[src/rtl/ram_dma.sv]
// Block-transfer engine in front of a 256x8 ram. It shares the ram port between the CPU and a copy/fill sequencer.
// Active-low strobes follow the usual convention: 0 = asserted, 1 = released.
module ram_dma #(
    parameter int BYTES = 256
) (
    input  logic       clk,
    input  logic       rst_n,
    input  logic [7:0] cpu_addr_i,
    input  logic [7:0] cpu_d_in_i,
    input  logic       cpu_rd_n_i,
    input  logic       cpu_wr_n_i,
    output logic [7:0] cpu_d_out_o,
    output logic       cpu_wait_n_o,
    input  logic       start_n_i,
    input  logic       mode_i,
    input  logic [7:0] src_i,
    input  logic [7:0] dst_i,
    input  logic [7:0] len_i,
    input  logic [7:0] fill_val_i,
    output logic       busy_o,
    output logic       done_o,
    output logic [7:0] ram_addr_o,
    output logic [7:0] ram_d_in_o,
    output logic       ram_rd_n_o,
    output logic       ram_wr_n_o,
    input  logic [7:0] ram_d_out_i
);

    // state | meaning
    // IDLE  | CPU owns the ram, waiting for start_n_i
    // RD    | engine reads src_q into buf_q
    // WR    | engine writes buf_q to dst_q
    // FILL  | engine writes fill_q to dst_q
    // DONE  | one-cycle done pulse, CPU already owns the ram
    typedef enum logic [2:0] {IDLE, RD, WR, FILL, DONE} state_t;

    localparam int AW = $clog2(BYTES);

    state_t        state_q, state_d;
    logic [AW-1:0] src_q, src_d;
    logic [AW-1:0] dst_q, dst_d;
    logic [7:0]    cnt_q, cnt_d;
    logic [7:0]    buf_q, buf_d;
    logic [7:0]    fill_q, fill_d;

    assign cpu_d_out_o = ram_d_out_i;

    always_ff @(posedge clk or negedge rst_n) begin
        if (!rst_n) begin
            state_q <= IDLE;
            src_q   <= '0;
            dst_q   <= '0;
            cnt_q   <= '0;
            buf_q   <= '0;
            fill_q  <= '0;
        end else begin
            state_q <= state_d;
            src_q   <= src_d;
            dst_q   <= dst_d;
            cnt_q   <= cnt_d;
            buf_q   <= buf_d;
            fill_q  <= fill_d;
        end
    end

    always_comb begin
        state_d      = state_q;
        src_d        = src_q;
        dst_d        = dst_q;
        cnt_d        = cnt_q;
        buf_d        = buf_q;
        fill_d       = fill_q;
        ram_addr_o   = cpu_addr_i;
        ram_d_in_o   = cpu_d_in_i;
        ram_rd_n_o   = cpu_rd_n_i;
        ram_wr_n_o   = cpu_wr_n_i;
        cpu_wait_n_o = 1'b1;
        busy_o       = 1'b0;
        done_o       = 1'b0;

        case (state_q)
            IDLE: begin
                if (!start_n_i) begin
                    src_d  = src_i;
                    dst_d  = dst_i;
                    cnt_d  = len_i;
                    fill_d = fill_val_i;
                    if (len_i == 8'd0)
                        state_d = DONE;
                    else if (mode_i)
                        state_d = FILL;
                    else
                        state_d = RD;
                end
            end
            RD: begin
                ram_addr_o   = src_q;
                ram_rd_n_o   = 1'b0;
                ram_wr_n_o   = 1'b1;
                cpu_wait_n_o = 1'b0;
                busy_o       = 1'b1;
                buf_d        = ram_d_out_i;
                state_d      = WR;
            end
            WR: begin
                ram_addr_o   = dst_q;
                ram_d_in_o   = buf_q;
                ram_rd_n_o   = 1'b1;
                ram_wr_n_o   = 1'b0;
                cpu_wait_n_o = 1'b0;
                busy_o       = 1'b1;
                src_d        = src_q + 1'b1;
                dst_d        = dst_q + 1'b1;
                cnt_d        = cnt_q - 8'd1;
                state_d      = (cnt_q == 8'd1) ? DONE : RD;
            end
            FILL: begin
                ram_addr_o   = dst_q;
                ram_d_in_o   = fill_q;
                ram_rd_n_o   = 1'b1;
                ram_wr_n_o   = 1'b0;
                cpu_wait_n_o = 1'b0;
                busy_o       = 1'b1;
                dst_d        = dst_q + 1'b1;
                cnt_d        = cnt_q - 8'd1;
                state_d      = (cnt_q == 8'd1) ? DONE : FILL;
            end
            DONE: begin
                done_o  = 1'b1;
                state_d = IDLE;
            end
            default: state_d = IDLE;
        endcase

        // Keep the ram quiet while reset is held, whatever the CPU is driving.
        if (!rst_n) begin
            ram_rd_n_o = 1'b1;
            ram_wr_n_o = 1'b1;
        end
    end

endmodule

[config.mk]
export PLATFORM = sky130hd
export DESIGN_NAME = ram_dma
export DESIGN_NICKNAME = d
export VERILOG_FILES = /design/src/rtl/ram_dma.sv
export SDC_FILE = /design/constraint.sdc
export NUM_CORES = 1
export LEC_CHECK = 0
export ABC_AREA = 1
export CAP_MARGIN = 0
export CELL_PAD_IN_SITES_DETAIL_PLACEMENT = 0
export CELL_PAD_IN_SITES_GLOBAL_PLACEMENT = 1
export CORE_MARGIN = 8
export CORE_UTILIZATION = 34
export DETAILED_ROUTE_END_ITERATION = 10
export PLACE_DENSITY_LB_ADDON = 0.1
export SLEW_MARGIN = 20
export SYNTH_ARGS = -nofsm -noshare
export SYNTH_HDL_FRONTEND = slang
export SYNTH_SLANG_ARGS = --single-unit
export TNS_END_PERCENT = 5
[constraint.sdc]
create_clock -name clk -period 2.9 [get_ports clk]
set_input_delay 0.435 -clock clk [delete_from_list [all_inputs] [get_ports clk]]
set_output_delay 0.435 -clock clk [all_outputs]
set_load 0.05 [all_outputs]
==> impl_metrics.toml, run 1 <==
[outcome]
status = "complete, no violations"

[logic_synthesis]
yosysWarnings = 0
ys_seq_area_frac = 0.392
ys_types = 29
syn_area_um2 = 2740
synth_nets = 459
ys_ff_latch = 43
avgSynthCellArea_um2 = 6.98
syn_inst = 393

[grt]
grt_start_max_net_pins = 44
grt_pass1_vias = 2896
overflow = 0
grt_pass1_wl_mm = 14.7
grt_usage = 0.165
grt_antenna_before_repair = 0

[cells_and_area]
final_common_cell = "nand2_1"
n_antenna_cell = 0
seq_area_um2 = 1080
drive_above_1_share = 0.0966
fin_area_um2 = 3720
layout_common_cells = "nand2_1 (156), clkdlybuf4s50_1 (74), dfrtp_1 (43), nor2_1 (38), nand3_1 (33)"
nFillCells = 833
multiInputGateArea_um2 = 1400
area_growth_pct = 35.5
finalNetCount = 541

[sta]
fin_crit_sh = 0.911
fin_skew_ns = 0.0103
max_freq_ghz = 0.379
hold_viol = 0
fin_crit_ns = 2.64
rsz0062_at_grt = "false"
tightest_slew_ns = 0.610
finalSetupViolCount = 0
final_max_slew_viol_count = 0
setup-tns-final_ns = 0
max_slew_margin = 0.592

[pwr]
power_leakage_nw = 1.79
p_per_area_nw_per_um2 = 1090
ir_drop_mv = 0.543
power.total_mw = 4.05

[placement]
gp_congestion = 0.789
dpl_cell_area_um2 = 3620
dp.final_hpwl_mm = 6.84
portBuffers = 90

[critical_path]
crit_required_ns = 2.47
crit_path_top_delay_cell = "clkdlybuf4s50_1"
endpoint_kind = "output pin"
critPathTopFamily = "buffers and inverters"
crit_chain = "inv_2 -> nand2_4 -> nor2_1 -> a21oi_1 -> nand2_1 -> clkdlybuf4s50_1"
path_class = "reg2out"
crit_fanout = 15
arrival_ns = 2.21
cp-start-kind = "register"
crit_buf_inv = 2
crit_path_max_incr_delay_ns = 0.80

[floorplanning]
dieArea_um2 = 11200
die_h_um = 106
start_util = 0.353
pin_count = 91
core-area_um2 = 7770
num_rows = 32
die_width_um = 106

[clock_network]
clock_latency_ns = 0.30
postCtsResizedCells = 0
cts_root_buf = "clkbuf_8"
post-cts-setup-buffers = 0
cts_hold_buf = 0
clkTransAtPathRegs_ns = 0.09
cts-htree-levels = 2
clock_path_buffers = 2
cts_buffers = 5
clock_sinks = 43
cts_tree = "done"

[drt]
ant_nets = 0
drt_wl_total_mm = 9.14
vias = 2765
avgViaCountPerCell = 4.78
dr.pass1.iters = 4
wl_per_cell_um = 15.8
post-route-drc-count = 0
drt-initial-drc-count = 90

[run]
drv_cap = 0

[hold_path]
min_path_type = "in2async"
-- state kept, by name (all words and copies together) (netlist names) --
register and cells:
buf_q 8, src_q 8, fill_q 8, state_q 3
cnt_q 8, dst_q 8
-- routing by layer --
metal  GRT usage  vias up  share of wire
met2       0.272       65           0.48
met5           0        -              0
met3      0.0639        9          0.072
met1       0.197     1278           0.44
met4      0.0392        0          0.012
li1            -     1413              -
-- final timing paths --
| check | from | endpoint | slack (ns) | depth (start not counted) |
|---|---|---|---|---|
| worst max-delay path | state_q[2]$_DFFE_PN0P_ | ram_addr_o[7] | 0.26 | 6 |
| worst min-delay path | rst_n | cnt_q[3]$_DFFE_PN0P_ | 0.32 | 2 |
| worst max register to register | state_q[0]$_DFFE_PN0P_ | src_q[5]$_DFFE_PN0P_ | 1.12 | 6 |
| worst min register to register | fill_q[5]$_DFFE_PN0P_ | fill_q[5]$_DFFE_PN0P_ | 0.47 | 2 |
| max in group asynchronous | rst_n | fill_q[1]$_DFFE_PN0P_ | 2.16 | 2 |
| min in group clk | fill_q[5]$_DFFE_PN0P_ | fill_q[5]$_DFFE_PN0P_ | 0.47 | 2 |
-- cells by family (layout without fill, tap and decap cells) --
family                   count (synthesis)  after routing  share of synthesized area
adder cells (fa/ha/maj)                  4              4                     0.0182
AO/OA/AOI/OAI                           46             46                     0.0999
AND/OR/NAND/NOR                        244            244                      0.378
flip-flops                              43             43                      0.392
buffers and inverters                   52            135                     0.0990
XOR/XNOR                                 4              4                     0.0128
-- report_power, final --
part | internal [mW] | switching (mW)
sequential | 0.890 | 0.269
clock | 0.218 | 0.220
combinational | 0.820 | 1.64
-- cell type report --
class / instances / share of cell area
Clock buffer: 8 / 0.0269
Inverter: 32 / 0.0330
Multi-Input combinational cell: 298 / 0.376
Sequential cell: 43 / 0.289
Tap cell: 102 / 0.0343
Timing Repair Buffer: 95 / 0.241
-- cells in the mapped netlist --
library cell	number	area share
a21oi_1	7	0.013
a21oi_2	1	0.0032
a22oi_1	8	0.022
and2_0	2	0.0046
buf_2	5	0.0091
buf_4	12	0.033
buf_6	3	0.012
dfrtp_1	43	0.39
ha_1	4	0.018
inv_1	25	0.034
inv_2	6	0.0082
inv_4	1	0.0023
nand2_1	156	0.21
nand2_2	1	0.0023
nand2_4	4	0.016
nand3_1	33	0.060
nand4_1	2	0.0046
nor2_1	38	0.052
nor2_2	1	0.0023
nor2_4	4	0.016
nor3_1	2	0.0036
o211ai_1	4	0.011
o21ai_0	9	0.016
o21ai_1	13	0.024
o221ai_1	2	0.0064
o22ai_1	2	0.0046
or2_0	1	0.0023
xnor2_1	2	0.0064
xor2_1	2	0.0064
-- through the flow --
step / instances / utilization / hold slack (ns) / setup slack, ns
after floorplan: 393 / - / 0.139 / 0.227
after global placement: 570 / 0.466 / 0.454 / 0.549
after detailed placement: 570 / 0.466 / 0.459 / 0.560
after CTS: 578 / 0.479 / 0.352 / 0.244
after global routing: 578 / 0.479 / 0.371 / 0.158
final: 578 / 0.479 / 0.320 / 0.259
(Power assumes the default switching activity.)
==> run 2: changes to the inputs <==
Settings changed: CORE_MARGIN 8 to default.
==> impl_metrics.toml, run 2 (synthesis gave the netlist of run 1 again) <==
[critical_path]
crit_path_max_incr_delay_ns = 0.83
reg2reg_from = "state_q[2]$_DFFE_PN0P_"
cp-start-kind = "register"
crit_required_ns = 2.47
ff2ff_setup_slack_ns = 0.96
reg2reg_depth = 7
crit_buf_inv = 2
critPathTopFamily = "buffers and inverters"
crit_chain = "nor2_2 -> nor2_1 -> inv_2 -> nand2_1 -> o211ai_1 -> clkdlybuf4s50_1"
endpoint_kind = "output pin"
arrival_ns = 2.19
crit_path_top_delay_cell = "clkdlybuf4s50_1"
worst-path-stages = 6
worstReg2RegEnd = "src_q[3]$_DFFE_PN0P_"
crit_fanout = 9
path_class = "reg2out"

[grt]
overflow = 0
grt_start_max_net_pins = 44
grt_antenna_before_repair = 0
grt_pass1_vias = 2727
grt_pass1_wl_mm = 13.7
grt_usage = 0.213

[floorplanning]
dieArea_um2 = 8430
pin_count = 91
num_rows = 32
die_width_um = 91.8
start_util = 0.353
core-area_um2 = 7770
die_h_um = 91.8

[sta]
fin_skew_ns = 0.00631
rsz0062_at_grt = "false"
finalSetupViolCount = 0
max_freq_ghz = 0.381
final_max_slew_viol_count = 0
worst_hold_slack_ns = 0.341
fin_crit_ns = 2.63
hold_viol = 0
tightest_slew_ns = 0.720
fin_crit_sh = 0.905
max_slew_margin = 0.518
setup-tns-final_ns = 0

[clock_network]
cts_hold_buf = 0
cts_root_buf = "clkbuf_8"
cts-htree-levels = 2
post-cts-setup-buffers = 0
clkTransAtPathRegs_ns = 0.09
clock_sinks = 43
clock_path_buffers = 2
cts_buffers = 5
postCtsResizedCells = 0
cts_tree = "done"
clock_latency_ns = 0.30

[placement]
portBuffers = 90
gp_congestion = 0.814
dp.final_hpwl_mm = 6.22
dp.cells = 569

[drt]
avgViaCountPerCell = 4.80
dr.pass1.iters = 4
drt_wl_total_mm = 8.41
wl_per_cell_um = 14.6
post-route-drc-count = 0
vias = 2771
ant_nets = 0
drt-initial-drc-count = 142

[pwr]
ir_drop_mv = 0.686
power.total_mw = 4.02
p_per_area_nw_per_um2 = 1080
power_leakage_nw = 1.79

[run]
drv_cap = 0

[cells_and_area]
finalNonFillerCells = 577
nFillCells = 813
area_growth_pct = 35.3
drive_above_1_share = 0.0926
final_common_cell = "nand2_1"
layout_common_cells = "nand2_1 (156), clkdlybuf4s50_1 (75), dfrtp_1 (43), nor2_1 (38), nand3_1 (33)"
finalNetCount = 540
n_antenna_cell = 0

[outcome]
status = "complete, no violations"

[hold_path]
min_path_type = "in2async"
## run 2: cell count changes in the layout (fill, tap and decap cells not counted)
cell             previous run  this run
clkdlybuf4s50_1            74        75
buf_4                      20        18
## run 2: worst max path at each step
stage                                 startpoint       endpoint  slack (ns)
after global routing      state_q[2]$_DFFE_PN0P_  ram_addr_o[2]        0.14
after floorplan           state_q[1]$_DFFE_PN0P_  ram_addr_o[3]        0.23
final                     state_q[0]$_DFFE_PN0P_  ram_addr_o[2]        0.27
after global placement             cpu_addr_i[2]  ram_addr_o[2]        0.62
after CTS                 state_q[2]$_DFFE_PN0P_  ram_addr_o[2]        0.26
after detailed placement  state_q[2]$_DFFE_PN0P_  ram_addr_o[2]        0.60
## run 2: per-stage QoR
step	utilization	setup WS (ns)	area [um2]
after floorplan	-	0.227	2740
after global placement	0.465	0.616	3610
after detailed placement	0.465	0.601	3610
after CTS	0.478	0.258	3710
after global routing	0.478	0.141	3710
final	0.478	0.275	3710
## run 2: per-layer routing
| metal | global-route usage | part of all wire | up-vias |
|---|---|---|---|
| met5 | 0 | 0 | - |
| met4 | 0.0521 | 0.0077 | 0 |
| met3 | 0.0481 | 0.059 | 5 |
| met2 | 0.366 | 0.49 | 61 |
| met1 | 0.270 | 0.45 | 1292 |
| li1 | - | - | 1413 |
## run 2: area by class of cell
| cell class | count | area [um2] | share of cell area |
|---|---|---|---|
| inverters | 32 | 123 | 0.0330 |
| flip-flops and latches | 43 | 1080 | 0.290 |
| multi-input cells | 298 | 1400 | 0.376 |
| repair buffers | 94 | 891 | 0.240 |
| clock buffers | 8 | 100 | 0.0270 |
| well taps | 102 | 128 | 0.0344 |
## run 2: power by group
| part | internal [mW] | switching, mW |
|---|---|---|
| registers | 0.890 | 0.276 |
| clock network | 0.218 | 0.213 |
| logic | 0.814 | 1.61 |
